[config.mk]
export PLATFORM = sky130hd
export DESIGN_NAME = i2c_line_sync
export DESIGN_NICKNAME = d
export VERILOG_FILES = /design/src/rtl/i2c_line_sync.sv
export SDC_FILE = /design/constraint.sdc
export NUM_CORES = 1
export LEC_CHECK = 0
export BUFFER_PORTS_ARGS = -buffer_cell sky130_fd_sc_hd__clkbuf_2
export CORE_AREA = 2 2 39 41
export DETAILED_ROUTE_END_ITERATION = 8
export DIE_AREA = 0 0 41 43
export HOLD_SLACK_MARGIN = 0.03
export PLACE_DENSITY_LB_ADDON = 0.3
export SYNTH_ARGS = -nofsm -noshare
export SYNTH_HDL_FRONTEND = slang
export SYNTH_SLANG_ARGS = --single-unit
[constraint.sdc]
create_clock -name core_clk -period 0.9 [get_ports core_clk]
set_input_delay 0.27 -clock core_clk [delete_from_list [all_inputs] [get_ports core_clk]]
set_output_delay 0.27 -clock core_clk [all_outputs]
set_load 0.005 [all_outputs]
[src/rtl/i2c_line_sync.sv]
// -----------------------------------------------------------------------------
// i2c_line_sync
// Brings scl/sda into the core_clk domain (2-FF synchronizer + 1-FF history)
// and produces single-cycle bus event pulses.
//
// Ports:
//   core_clk    in   core clock
//   PRESETn     in   synchronous active-low reset
//   scl_i       in   raw scl line level
//   sda_i       in   raw sda line level
//   sda_lvl     out  synchronized sda level, aligned with the event pulses
//   start_p     out  START (sda falls while scl high)
//   stop_p      out  STOP  (sda rises while scl high)
//   scl_rise_p  out  scl rising edge (sample point)
//   scl_fall_p  out  scl falling edge (drive-change point)
// -----------------------------------------------------------------------------
module i2c_line_sync (
   input  logic core_clk,
   input  logic PRESETn,
   input  logic scl_i,
   input  logic sda_i,
   output logic sda_lvl,
   output logic start_p,
   output logic stop_p,
   output logic scl_rise_p,
   output logic scl_fall_p
);

   logic scl_p0, scl_p1, scl_p2;
   logic sda_p0, sda_p1, sda_p2;

   // The history stage holds the previous synchronized level, so sda_p2 is
   // the level that was stable just before any edge reported this cycle.
   assign sda_lvl = sda_p2;

   always_ff @(posedge core_clk) begin
      if (!PRESETn) begin
         // Idle bus is high; resetting to 1 avoids a false edge on release.
         scl_p0     <= 1'b1;
         scl_p1     <= 1'b1;
         scl_p2     <= 1'b1;
         sda_p0     <= 1'b1;
         sda_p1     <= 1'b1;
         sda_p2     <= 1'b1;
         start_p    <= 1'b0;
         stop_p     <= 1'b0;
         scl_rise_p <= 1'b0;
         scl_fall_p <= 1'b0;
      end else begin
         // stage p0/p1: metastability synchronizer
         scl_p0     <= scl_i;
         scl_p1     <= scl_p0;
         sda_p0     <= sda_i;
         sda_p1     <= sda_p0;
         // stage p2: history, events registered so they land 3 cycles after the pin
         scl_p2     <= scl_p1;
         sda_p2     <= sda_p1;
         start_p    <= scl_p1 & scl_p2 & sda_p2 & ~sda_p1;
         stop_p     <= scl_p1 & scl_p2 & ~sda_p2 & sda_p1;
         scl_rise_p <= scl_p1 & ~scl_p2;
         scl_fall_p <= ~scl_p1 & scl_p2;
      end
   end

endmodule

==> flow_metrics.env <==
export IMPL_cts_made_buffers=3
export IMPL_synth_main_ff_cell="dfxtp_1"
export IMPL_tns_ns=-0.207
export IMPL_final_util_pct=28.8
export IMPL_crit_path_max_incr_delay_ns=0.33
export IMPL_synth_edf_count=0
export IMPL_gp_congestion=0.589
export IMPL_core_mm2=0.00138
export IMPL_dieArea_mm2=0.00176
export IMPL_initial_core_util_pct=21.1
export IMPL_async_flop_share_pct=0
export IMPL_die_w_um=41
export IMPL_avgSynthCellArea_um2=13.3
export IMPL_die_h_um=43
export IMPL_synth_compound_area_share_pct=0
export IMPL_vias_per_cell=3.69
export IMPL_rsz0062_at_grt="yes"
export IMPL_synthTopCellsByArea="dfxtp_1 69%, or2b_1 10%, nor3b_2 8.6%, nand2b_1 4.3%, nand3_2 3.4%"
export IMPL_vias=188
export IMPL_cp_arrival_ns=0.69
export IMPL_cts_hold_buf=0
export IMPL_drc=0
export IMPL_final_net_count=40
export IMPL_placed_area_um2=352
export IMPL_status="complete, but fails checks"
export IMPL_dr_pass1_iters=2
export IMPL_power_leakage_nw=0.191
export IMPL_synthMuxAreaShare_pct=0
export IMPL_hold_viol=0
export IMPL_rows=14
export IMPL_yosysTopAreaCell="dfxtp_1"
export IMPL_max_freq_ghz=1.05
export IMPL_cts_root_buffer="clkbuf_4"
export IMPL_slew_violations=0
export IMPL_syn_inst=22
export IMPL_crit_required_ns=0.63
export IMPL_path_cells="clkbuf_2"
export IMPL_p_per_area_mw_per_mm2=2240
export IMPL_grt_pass1_vias=199
export IMPL_clk_latency_ns=0.26
export IMPL_synth_adder_area_share_pct=0
export IMPL_cpLargestDelayFamily="flip-flops"
export IMPL_synth_distinct_cells=8
export IMPL_synth_xor_area_share_pct=0
export IMPL_synth_top_family_by_area="simple AND/OR/NAND/NOR gates"
export IMPL_cts_htree_levels=1
export IMPL_synth_common_cells="10 x dfxtp_1, 4 x or2b_1, 2 x nand2b_1, 2 x nor3b_2"
export IMPL_crit_buf_inv=1
export IMPL_synthToLayoutAreaGrowth_pct=36.5
export IMPL_endpoint_kind="output pin"
export IMPL_grt_total_usage_pct=6.85
export IMPL_synth_most_common_cell="dfxtp_1"
export IMPL_clk_pin_slew_worst_paths_ns=0.06
export IMPL_grt_pass1_wl_um=759
export IMPL_drt_wl_total_um=411
export IMPL_finalClockSkew_ns=0.000206
export IMPL_synth_simple_area_share_pct=30.0
export IMPL_vdd_drop_max_uv=575
export IMPL_crit_slowest_cell="dfxtp_2"
export IMPL_port_buffers=8
export IMPL_layout_drive_gt1_share_pct=51.4
export IMPL_synth_area_um2=292
export IMPL_regToRegSetupSlack_ns=0.21
export IMPL_final_min_clock_period_ns=0.957
export IMPL_violations="negative setup slack"
export IMPL_clockBufferDepth=2
export IMPL_wl_per_cell_um=8.06
export IMPL_syn_nets=26
export IMPL_ios=9
export IMPL_ys_seq_area_share_pct=68.7
export IMPL_cp_max_fo=2
export IMPL_cts_tree="done"
export IMPL_postRouteAntennaNets=0
export IMPL_cap_violations=0
export IMPL_drtIter0Drc=3
export IMPL_min_path_type="in2reg"
export IMPL_antenna_found_initial=0
export IMPL_final_setup_worst_slack_ns=-0.0569
export IMPL_setup_viol=5
export IMPL_gr_total_overflow=0
export IMPL_ys_ff_latch=10
export IMPL_grt_max_degree=9
export IMPL_final_area_um2=398
export IMPL_yosys_area_top_type_share_pct=68.7
export IMPL_antennaDiodeCount=0
export IMPL_cts_sinks=10
export IMPL_timing_final_crit_share_pct=106
export IMPL_slew_headroom_pct=90.1
export IMPL_critical_path_class="reg2out"
export IMPL_crit_path_start_kind="flop"
export IMPL_ys_warn_count=0
export IMPL_worstMarginPinSlew_ns=0.149
-- placed cells by master (no fill, tap or decap) --
| cell | count |
|---|---|
| nand2b_1 | 2 |
| dfxtp_1 | 8 |
| buf_4 | 1 |
| nand3_2 | 1 |
| clkbuf_8 | 1 |
| dfxtp_2 | 2 |
| nor3b_2 | 2 |
| inv_1 | 1 |
| clkbuf_2 | 6 |
| nor2_1 | 1 |
| and3_1 | 1 |
| or2b_1 | 4 |
| clkbuf_4 | 3 |
| buf_2 | 2 |
-- final timing paths --
kind,startpoint,end,cells past startpoint
max,sda_lvl,sda_lvl,1
min,sda_i,sda_p0,2
max reg2reg,scl_p2,stop_p,2
min reg2reg,sda_p0,sda_p1,1
-- what timing repair did --
action / 4_1_cts / 5_1_grt
buffers inserted: 1 / 0
resized for setup: 1 / 3
endpoints found under the setup margin: 5 / 5
-- kinds of logic after synthesis --
logic type | Yosys count
simple gates | 11
buf+inv | 1
flops | 10
-- stage by stage --
| stage | power (mW) | hold WS, ns | worst slack (ns) | cells |
|---|---|---|---|---|
| after CTS | 0.912 | 0.173 | -0.0728 | 51 |
| after global routing | 0.947 | 0.192 | -0.100 | 51 |
| after global placement | 0.505 | 0.390 | 0.112 | 46 |
| after detailed placement | 0.506 | 0.394 | 0.0968 | 46 |
| after floorplan | 0.489 | 0.343 | 0.264 | 22 |
| final | 0.892 | 0.183 | -0.0569 | 51 |
-- power breakdown --
part	internal, mW	switching [mW]	total, mW
sequential	0.457	0.00547	0.463
clock	0.245	0.150	0.395
combinational	0.0202	0.0145	0.0347
-- per-layer routing --
layer	share of wire, %	up-vias	track usage (%)	wire [um]
met2	46	9	9.38	188
met1	44	85	7.49	182
met3	10	0	3.14	41
met5	0	-	0	0
met4	0	0	6.00	0
li1	-	94	-	-
-- flip-flops by register name, summed over array words and instances (netlist names) --
name,cells
scl_fall_p,1
scl_p0,1
scl_p1,1
scl_p2,1
scl_rise_p,1
sda_lvl,1
sda_p0,1
sda_p1,1
start_p,1
stop_p,1
-- cell type report --
cell class                 instances  area (um^2)
fill                             153          986
tap                               16         20.0
inverter                           1         3.75
sequential                        10          203
clock buffer                       4         36.3
timing repair buffer               9         47.5
multi-input combinational         11         87.6
Power figures use the tool's default switching activity.
